**src/rtl/gru_gate_mac.sv**
```systemverilog
// Pre-activation MAC for one GRU gate: bias + sum of N Q4.12 products at full precision,
// then round, saturate and emit the sign-magnitude Q4.12 result for the activation stage.
module gru_gate_mac #(
   parameter int N  = 8,
   parameter int AW = 40
) (
   input  logic        clk,
   input  logic        rst,
   input  logic        start,
   input  logic [15:0] bias,
   input  logic        in_valid,
   output logic        in_ready,
   input  logic [15:0] w_in,
   input  logic [15:0] x_in,
   output logic        out_valid,
   input  logic        out_ready,
   output logic [15:0] y_out,
   output logic        busy
);

   localparam int CW = (N > 1) ? $clog2(N) : 1;
   localparam logic [CW-1:0] LAST_IDX = CW'(N - 1);
   localparam logic signed [AW-1:0] SAT_HI = AW'(32767);
   localparam logic signed [AW-1:0] SAT_LO = -(AW'(32767));

   typedef enum logic [1:0] {
      S_IDLE  = 2'd0,
      S_ACC   = 2'd1,
      S_ROUND = 2'd2,
      S_OUT   = 2'd3
   } state_t;

   state_t r_state;
   state_t w_state_next;

   logic signed [AW-1:0] r_acc;
   logic [CW-1:0]        r_cnt;
   logic [15:0]          r_y;

   logic signed [31:0]   w_prod;
   logic signed [AW-1:0] w_prod_ext;
   logic signed [AW-1:0] w_bias_ext;
   logic signed [AW-1:0] w_rnd;
   logic signed [AW-1:0] w_shift;
   logic signed [15:0]   w_sat;
   logic [15:0]          w_neg;
   logic [15:0]          w_y;
   logic                 w_take;

   assign w_prod     = $signed(w_in) * $signed(x_in);
   assign w_prod_ext = {{(AW-32){w_prod[31]}}, w_prod};
   // Bias is Q4.12; shifting by 12 aligns it with the Q8.24 products.
   assign w_bias_ext = {{(AW-28){bias[15]}}, bias, 12'h000};
   assign w_take     = (r_state == S_ACC) && in_valid;

   // Add half an LSB then arithmetic shift: round half toward +inf.
   assign w_rnd   = r_acc + {{(AW-12){1'b0}}, 12'h800};
   assign w_shift = w_rnd >>> 12;

   always_comb begin
      if (w_shift > SAT_HI) begin
         w_sat = 16'sh7FFF;
      end else if (w_shift < SAT_LO) begin
         w_sat = 16'sh8001;
      end else begin
         w_sat = w_shift[15:0];
      end
   end

   // Symmetric saturation keeps -r representable; a negative r is never zero.
   assign w_neg = -w_sat;
   assign w_y   = w_sat[15] ? {1'b1, w_neg[14:0]} : {1'b0, w_sat[14:0]};

   always_ff @(posedge clk) begin
      if (rst) begin
         r_state <= S_IDLE;
      end else begin
         r_state <= w_state_next;
      end
   end

   always_comb begin
      w_state_next = r_state;
      in_ready     = 1'b0;
      out_valid    = 1'b0;
      busy         = 1'b1;
      case (r_state)
         S_IDLE: begin
            busy = 1'b0;
            if (start) begin
               w_state_next = S_ACC;
            end
         end
         S_ACC: begin
            in_ready = 1'b1;
            if (in_valid && (r_cnt == LAST_IDX)) begin
               w_state_next = S_ROUND;
            end
         end
         S_ROUND: begin
            w_state_next = S_OUT;
         end
         S_OUT: begin
            out_valid = 1'b1;
            if (out_ready) begin
               w_state_next = S_IDLE;
            end
         end
         default: begin
            w_state_next = S_IDLE;
         end
      endcase
   end

   always_ff @(posedge clk) begin
      if (rst) begin
         r_acc <= '0;
         r_cnt <= '0;
         r_y   <= 16'h0000;
      end else begin
         if ((r_state == S_IDLE) && start) begin
            r_acc <= w_bias_ext;
            r_cnt <= '0;
         end else if (w_take) begin
            r_acc <= r_acc + w_prod_ext;
            r_cnt <= r_cnt + CW'(1);
         end
         if (r_state == S_ROUND) begin
            r_y <= w_y;
         end
      end
   end

   assign y_out = r_y;

endmodule

```
**config.mk**
```make
export PLATFORM = sky130hd
export DESIGN_NAME = gru_gate_mac
export DESIGN_NICKNAME = d
export VERILOG_FILES = /design/src/rtl/gru_gate_mac.sv
export SDC_FILE = /design/constraint.sdc
export NUM_CORES = 1
export LEC_CHECK = 0
export ABC_AREA = 1
export CAP_MARGIN = 10
export CORE_MARGIN = 2
export CORE_UTILIZATION = 50
export CTS_BUF_LIST = sky130_fd_sc_hd__clkbuf_8
export CTS_CLUSTER_SIZE = 8
export DETAILED_ROUTE_END_ITERATION = 16
export GPL_ROUTABILITY_DRIVEN = 1
export PLACE_DENSITY = 0.7
export SLEW_MARGIN = 30
export SYNTH_ARGS = -nofsm -noshare
export SYNTH_HDL_FRONTEND = slang
export SYNTH_SLANG_ARGS = --single-unit
```
**constraint.sdc**
```tcl
create_clock -name clk -period 7.66 [get_ports clk]
set_input_delay 1.149 -clock clk [delete_from_list [all_inputs] [get_ports clk]]
set_output_delay 1.149 -clock clk [all_outputs]
set_load 0.02 [all_outputs]
```
==> flow_metrics.tcl <==
set metrics [dict create \
    cts_tree "yes" \
    outcome "finished, final reports clean" \
    grt-ovfl-total 0 \
    ys_warn_count 0 \
    cp_max_fo 16 \
    final_core_util_pct 56.93 \
    setup_viol 0 \
    synth_nets 2739 \
    hold_viol 0 \
    synth_flop_cell "dfxtp_1" \
    synthArstFlopShare_pct 0 \
    cts.clk_slew.worst_paths_ns 0.07 \
    hpwlAfterDp_mm 36.07 \
    first_pass_iters 6 \
    cts_made_buffers 9 \
    criticalPathCategory "in2reg" \
    synth_edf_count 0 \
    gp_congestion 0.9321 \
    min_period_ns 7.345 \
    fp.dieW_um 186.6 \
    start_util_pct 50.97 \
    slew_violations 0 \
    hold_path_class "reg2reg" \
    cts_hold_buf 0 \
    grt_pass1_vias 14870 \
    startpoint_type "primary input" \
    hold_ws_ns 0.4730 \
    antenna_found_initial 1 \
    grtUsageTotal_pct 25.52 \
    synth.avg_cell_area_um2 7.467 \
    grt_pass1_wl_mm 72.59 \
    viasPerCell 5.028 \
    port_buffers 71 \
    clock_latency_ns 0.35 \
    ant_nets 0 \
    cp_data_required_time_ns 7.91 \
    synthCells 2232 \
    drive_gt1_share_pct 5.651 \
    drc_errors 0 \
    wire_per_inst_um 15.00 \
    seq_area_frac_synth_pct 7.327 \
    max_freq_mhz 136.1 \
    final_nets 2820 \
    clock-sinks 61 \
    cts_root_buf "clkbuf_8" \
    ys_ff_latch 61 \
    core_area_um2 32700 \
    worst_pin_slew_ns 0.8958 \
    io_pins 72 \
    routed_wl_mm 41.43 \
    worstPathArrival_ns 7.59 \
    min_period_over_period_pct 95.89 \
    vias 13880 \
    slew_headroom_pct 40.06 \
    synth_area_um2 16670 \
    cts_max_level 3 \
    dieArea_um2 34810 \
    synth_cell_types 42 \
    clock_path_buffers 2 \
    area_delta_synth_final_pct 11.69 \
    grt_max_degree 33 \
    max-cap-violations 0 \
    fin_setup_tns_ns 0 \
    rows 66 \
    die_y_um 186.6 \
    clock_skew_ns 0.009750 \
    end_kind "flip-flop" \
    first_iter_violations 823 \
]
area by class of cell:
cell class | instances | area (um^2)
antenna | 1 | 2.502
sequential | 61 | 1221
fill | 3080 | 14090
tap | 442 | 553.0
timing repair buffer | 152 | 1500
clock buffer | 10 | 137.6
clock inverter | 6 | 55.05
multi-input combinational | 1465 | 12800
inverter | 624 | 2346
routing by layer:
layer / global-route usage (%) / routed length [um] / up-vias
li1: - / - / 6663
met1: 33.85 / 18090 / 6831
met2: 45.08 / 20730 / 330
met3: 3.178 / 1898 / 59
met4: 5.128 / 706 / 0
met5: 0 / 0 / -
worst max-delay path, stage by stage:
cell             delay [ns]
clkdlybuf4s50_1        0.52
buf_12                 0.16
nand2_1                0.11
fa_1                   0.60
inv_1                  0.09
fa_1                   0.60
clkinvlp_4             0.11
buf_12                 0.15
fa_1                   0.53
inv_1                  0.05
fa_1                   0.46
fa_1                   0.55
inv_1                  0.06
fa_1                   0.53
inv_1                  0.04
ha_1                   0.32
a21oi_1                0.17
o21ai_0                0.11
inv_1                  0.08
o221ai_1               0.09
o21bai_1               0.23
a21oi_2                0.20
buf_4                  0.13
xor2_1                 0.22
nor2_1                 0.06
o221a_2                0.24
state kept, by name (all words and copies together), names as in the netlist:
name     cells
r_cnt        3
r_state      2
r_acc       40
y_out       16
final timing paths:
kind,from,endpoint,slack (ns),depth (start not counted)
hold / removal,r_cnt[1],r_cnt[1],0.47,2
hold reg to reg,r_cnt[1],r_cnt[1],0.47,2
setup reg to reg,r_acc[15],r_acc[32],2.14,22
setup / recovery,w_in[15],r_acc[32],0.31,26
placed cells by master (no fill, tap or decap), types with 3 or more instances in the layout:
cell	Yosys	layout
a21boi_0	8	8
a21o_1	8	8
a21oi_1	79	78
a221oi_1	4	4
a31oi_1	18	18
buf_12	0	14
buf_4	2	66
clkbuf_8	0	10
clkdlybuf4s50_1	0	70
dfxtp_1	61	61
fa_1	330	326
fa_2	0	4
ha_1	124	124
inv_1	621	622
nand2_1	517	517
nand2_2	7	7
nand3_1	78	78
nand3_2	3	3
nand3b_1	5	5
nand4_1	11	11
nor2_1	137	137
nor2_2	3	3
nor2_4	6	6
nor3_1	4	4
o211ai_1	6	6
o21ai_0	64	63
o21bai_1	6	6
o221ai_1	3	3
or2_2	6	6
xnor2_1	12	12
xor2_1	16	16
Yosys cell counts, types with 3 or more instances:
library cell / n / share of area (%)
nor2_1: 137 / 3.1
nor3_1: 4 / 0.12
nor2_4: 6 / 0.41
o21bai_1: 6 / 0.27
or2_2: 6 / 0.23
o211ai_1: 6 / 0.27
dfxtp_1: 61 / 7.3
a31oi_1: 18 / 0.68
a21boi_0: 8 / 0.36
a21oi_1: 79 / 2.4
nand3_1: 78 / 2.3
nor2_2: 3 / 0.11
a221oi_1: 4 / 0.21
nand2_2: 7 / 0.26
inv_1: 621 / 14
nand3b_1: 5 / 0.23
o221ai_1: 3 / 0.16
ha_1: 124 / 9.3
fa_1: 330 / 40
nand2_1: 517 / 12
o21ai_0: 64 / 1.9
nand3_2: 3 / 0.18
clkbuf_1: 75 / 1.7
xor2_1: 16 / 0.84
nand4_1: 11 / 0.41
xnor2_1: 12 / 0.63
a21o_1: 8 / 0.36
metrics by stage:
stage	area, um^2	std cells	setup WS [ns]
3_5_place_dp	18360	2742	-0.1583
6_report	18620	2761	0.3146
5_1_grt	18620	2761	-0.02200
2_1_floorplan	16670	2232	0.3274
4_1_cts	18550	2758	0.2078
3_3_place_gp	18360	2742	-0.08112
cell families (layout without fill, tap and decap cells):
| logic type | Yosys count | after routing | share of synthesized area (%) |
|---|---|---|---|
| AND/OR/NAND/NOR | 782 | 782 | 19.32 |
| buffers and inverters | 706 | 792 | 16.03 |
| adder cells (fa/ha/maj) | 454 | 454 | 48.95 |
| AO/OA/AOI/OAI | 200 | 200 | 6.809 |
| flip-flops | 61 | 61 | 7.327 |
| XOR/XNOR | 29 | 29 | 1.569 |
| other | 0 | 1 | 0 |
repair_timing:
action                                  CTS  global route
buffers inserted                          0             1
endpoints found under the setup margin    0             7
gates resized for setup                   0             7
Power is left out: the tool's default activity adds up to more than one toggle a clock period on the data nets, which glitch-free logic cannot reach.
==> variant 1, RTL diff (same settings) <==
`N`: 8 -> 16.
--- a/src/rtl/gru_gate_mac.sv
+++ b/src/rtl/gru_gate_mac.sv
@@ -3,3 +3,3 @@
 module gru_gate_mac #(
-   parameter int N  = 8,
+   parameter int N  = 16,
    parameter int AW = 40
Behaviour: not the same (a bounded check fails within 10 cycles, from zero or initial values and one cycle with rst high).
==> variant 1 against the unedited design <==
- wire length rose by 2.5%
- area after synthesis is 0.15% higher
- via count rose by 1.1%
- sequential cell count up 1
- worst setup slack worse by 86 ps
- final area increased by 1.4%
- die area is 0.15% higher
Power is left out: the tool's default activity adds up to more than one toggle a clock period on the data nets, which glitch-free logic cannot reach.
==> variant 1: results (changes against the unedited design) <==
* First-pass GRT wire length at 73400 um (+1.1%)
* Syn Nets at 2734 (-0.18%)
* Pin count of the biggest net entering global routing at 34 (+3.0%)
* DPL Wire Length at 37000 um (+2.7%)
* Post-synthesis sequential area ratio at 7.44% (+0.11 points)
* CP Capture Point: r_acc[33]
* Avg Cell Area, Syn at 7.49 sq um (+0.33%)
* WL final at 42500 um (+2.5%)
* Commonest cells post-synth: 608 x inv_1, 515 x nand2_1, 330 x fa_1
* Dpl ws at -199 ps (-40.3 ps)
* Vias in the first global route at 14900 (-0.040%)
* GRT Overall Usage at 25.9% (+0.33 points)
* Crit path DAT at 7700 ps (+110 ps)
* First drt pass iteration count at 5 (-1)
* Layout cells sized above 1 at 7.33% (+1.7 points)
* Filler Cells Inserted at 3101 (+0.68%)
* R2R setup slack at 2240 ps (+100 ps)
* Hold path startpoint: y_out[7]
* Synth top area cells: fa_1 40%, inv_1 14%, nand2_1 12%
* Hold endpoint: y_out[7]
* Initial DRC count at 842 (+2.3%)
* Final Cycle Share at 97.0% (+1.1 points)
* Synth Area in Compound Gates at 7.18% (+0.37 points)
* Via-to-Cell Ratio at 5.03 (+0.10%)
* Worst-margin pin slew at 904 ps (+7.96 ps)
* Xor/xnor share of the synthesized area at 1.41% (-0.16 points)
* Via Count at 14000 (+1.1%)
* Status: complete, no violations
variant 1: cell types whose count changed in the layout (fill, tap and decap cells not counted), moves of 4 or more:
cell,change
o21ai_1,+4
buf_4,+37
ha_1,-5
nor2_1,-6
buf_12,-5
inv_1,-13
variant 1: routing by layer:
metal	global-route usage (%)	vias up	share of wire (%)
met5	0	-	0
met4	5.89	0	2.2
met3	3.29	74	4.8
met2	44.6	376	49
met1	34.8	6845	44
li1	-	6743	-
variant 1: repair_timing:
action                                  4_1_cts  5_1_grt
endpoints found under the setup margin        0       10
gates resized for setup                       0       21
buffers inserted                              0       11
variant 1: cell type report:
type / count / area, sq um / share of cell area, %
tap: 442 / 553 / 2.93
antenna: 1 / 2.50 / 0.0133
inverter: 613 / 2310 / 12.2
clock inverter: 5 / 50.0 / 0.265
clock buffer: 11 / 151 / 0.802
timing repair buffer: 183 / 1670 / 8.86
multi-input combinational: 1472 / 12900 / 68.3
sequential: 62 / 1240 / 6.58
variant 1: worst register-to-register path: stages (launching register included):
cell and delay (ps):
dfxtp_1 480, inv_1 140, fa_1 520, inv_1 60, fa_1 520, fa_1 440, fa_1 520, inv_1 70
fa_1 530, inv_1 40, ha_1 320, a21oi_1 170, o21ai_0 130, a21oi_1 170, nand2_1 80, nor2_1 110
buf_4 150, o21bai_2 90, a21oi_2 190, buf_4 130, xor2_1 140, nor2_1 70, o221a_2 250
variant 1: through the flow:
| stage | setup TNS (ps) | cell area [sq um] |
|---|---|---|
| floorplan | 0 | 16700 |
| global placement | -247 | 18500 |
| detailed placement | -803 | 18500 |
| CTS | 0 | 18700 |
| global route | -93.7 | 18900 |
| finish | 0 | 18900 |
==> variant 2, RTL diff (same settings) <==
Made on the original files. Reset style: asynchronous (`rst`), changed in 2 clocked blocks.
--- a/src/rtl/gru_gate_mac.sv
+++ b/src/rtl/gru_gate_mac.sv
@@ -73,3 +73,3 @@
 
-   always_ff @(posedge clk) begin
+   always_ff @(posedge clk or posedge rst) begin
       if (rst) begin
@@ -114,3 +114,3 @@
 
-   always_ff @(posedge clk) begin
+   always_ff @(posedge clk or posedge rst) begin
       if (rst) begin
Function: differs if rst is asserted again (counterexample within 4 cycles, from zero or initial values and one cycle with rst high); with rst held inactive, the same outputs for 10 cycles.
==> variant 2 against the unedited design <==
- count of clock-buffer cells in the layout down 1
- wire length down 1.8%
- cell count down 3.4%
- area after synthesis down 0.14%
- final area up 0.21%
- sequential cell count unchanged
- worst setup slack better by 66 ps
- first-iteration DRC count down 0.73%
- utilization up 0.27 points
- register-to-register slack better by 300 ps
Power is left out: the tool's default activity adds up to more than one toggle a clock period on the data nets, which glitch-free logic cannot reach.
==> variant 2: results (changes against the unedited design) <==
* DRT met1 WL at 17400 um (-3.6%)
* Clock slew at reported path FFs at 80 ps
* Layout Cells excl Fill at 2666 (-3.4%)
* GRT Overall Usage at 25.3% (-0.20 points)
* CP top delay family: adder cells
* Top Metal Used: met4
* Syn Nets at 2635 (-3.8%)
* Clock buffer depth at 2 (unchanged)
* Skew final at 10.2 ps (+0.459 ps)
* Worst-margin pin slew at 820 ps (-75.4 ps)
* H-Tree Depth at 3 (unchanged)
* Commonest cells post-synth: 618 x inv_1, 498 x nand2_1, 330 x fa_1
* CP max FO at 16 (unchanged)
* Pin count of the biggest net entering global routing at 62 (+88%)
* WL final at 40700 um (-1.8%)
* Clk Latency, worst-skew pair at about 360 ps
* Async SR Flop Fraction at 100% (+100 points)
* Syn Inst Count at 2128 (-4.7%)
* Via Count at 13500 (-2.9%)
* I/O Buffers at 71 (unchanged)
* DPL Wire Length at 35400 um (-1.9%)
* Synth cell types at 48 (+14%)
* Warnings from Yosys at 0 (unchanged)
* DR WL met2 at 20100 um (-2.9%)
* Final GP Congestion at 0.929 (-0.32%)
* Root buf cell: clkbuf_8
* Cts bufs inserted at 9 (unchanged)
* Synth top area cells: fa_1 40%, inv_1 14%, nand2_1 11%
* Crit path DAT at 7560 ps (-30 ps)
* Filler Cells Inserted at 3025 (-1.8%)
* Status: complete, no violations
* First-pass GRT wire length at 71600 um (-1.4%)
* Most flops, register: r_acc
* Post-DP Area at 18400 sq um (+0.12%)
* Vias in the first global route at 14400 (-3.2%)
* Slowest CP cell: fa_1
* Post-synthesis sequential area ratio at 9.17% (+1.8 points)
* First drt pass iteration count at 7 (+1)
* Initial DRC count at 817 (-0.73%)
* Dominant synthesized flop cell: dfrtp_1
* Worst hold path class: reg -> reg
* Max FFs per register at 40 (unchanged)
* Max incr delay on CP at 620 ps (+20 ps)
* Met3 wire length at 2150 um (+13%)
* Initial antenna violation count at 1 (unchanged)
* Layout cells sized above 1 at 6.88% (+1.2 points)
-- variant 2: cell types whose count changed in the layout (fill, tap and decap cells not counted), sizes merged, moves of 7 or more --
cell,before,now
nand3,81,47
dfxtp,61,0
o221ai,3,12
nand2,525,510
o21ai,64,55
dfrtp,0,61
a22o,0,7
a22oi,0,11
nor2,146,118
a21oi,79,50
-- variant 2: cell families after synthesis --
kind of cell | after synthesis | synth area share [%]
adder cells (fa/ha/maj) | 454 | 49.0
AO/OA/AOI/OAI | 171 | 6.21
XOR/XNOR | 36 | 1.98
flip-flops | 61 | 9.17
AND/OR/NAND/NOR | 709 | 17.8
buffers and inverters | 697 | 15.9
-- variant 2: per-stage QoR --
| stage | TNS [ps] | setup slack (ps) |
|---|---|---|
| global route | -3.32 | -3.32 |
| global placement | -168 | -90.2 |
| CTS | 0 | 197 |
| floorplan | 0 | 500 |
| detailed placement | -754 | -182 |
| finish | 0 | 381 |
-- variant 2: final cells by class --
type | count | area (sq um) | area share, %
clock inverters | 7 | 83.8 | 0.449
flip-flops and latches | 61 | 1530 | 8.18
inverters | 622 | 2340 | 12.6
well taps | 442 | 553 | 2.96
clock buffers | 9 | 124 | 0.664
multi-input cells | 1370 | 12500 | 67.1
diodes | 1 | 2.50 | 0.0134
repair buffers | 154 | 1510 | 8.09
-- variant 2: worst min-delay path, cell delays in order, from the launching register on --
cell     delay [ps]
dfrtp_1         340
nand2_1          60
nand2_1          50
-- variant 2: per-layer routing --
layer | vias to the layer above | track usage, %
met3 | 69 | 2.99
met4 | 0 | 5.89
met2 | 362 | 43.7
li1 | 6363 | -
met5 | - | 0
met1 | 6682 | 34.4
-- variant 2: what timing repair did --
item | 4_1_cts | 5_1_grt
hold endpoints to repair | 0 | 0
endpoints found under the setup margin | 0 | 9
resized for setup | 0 | 11
setup buffers | 0 | 2
-- variant 2: worst paths after layout --
check                              start         to  slack (ps)  depth (start not counted)
max in group asynchronous            rst  r_acc[27]        5780                          3
worst max-delay path            w_in[15]  r_acc[36]         380                         26
min in group asynchronous            rst   r_acc[4]        1330                          3
worst min-delay path            y_out[9]   y_out[9]         480                          2
worst min register to register  y_out[9]   y_out[9]         480                          2
worst max register to register  r_acc[9]  r_acc[38]        2440                         22
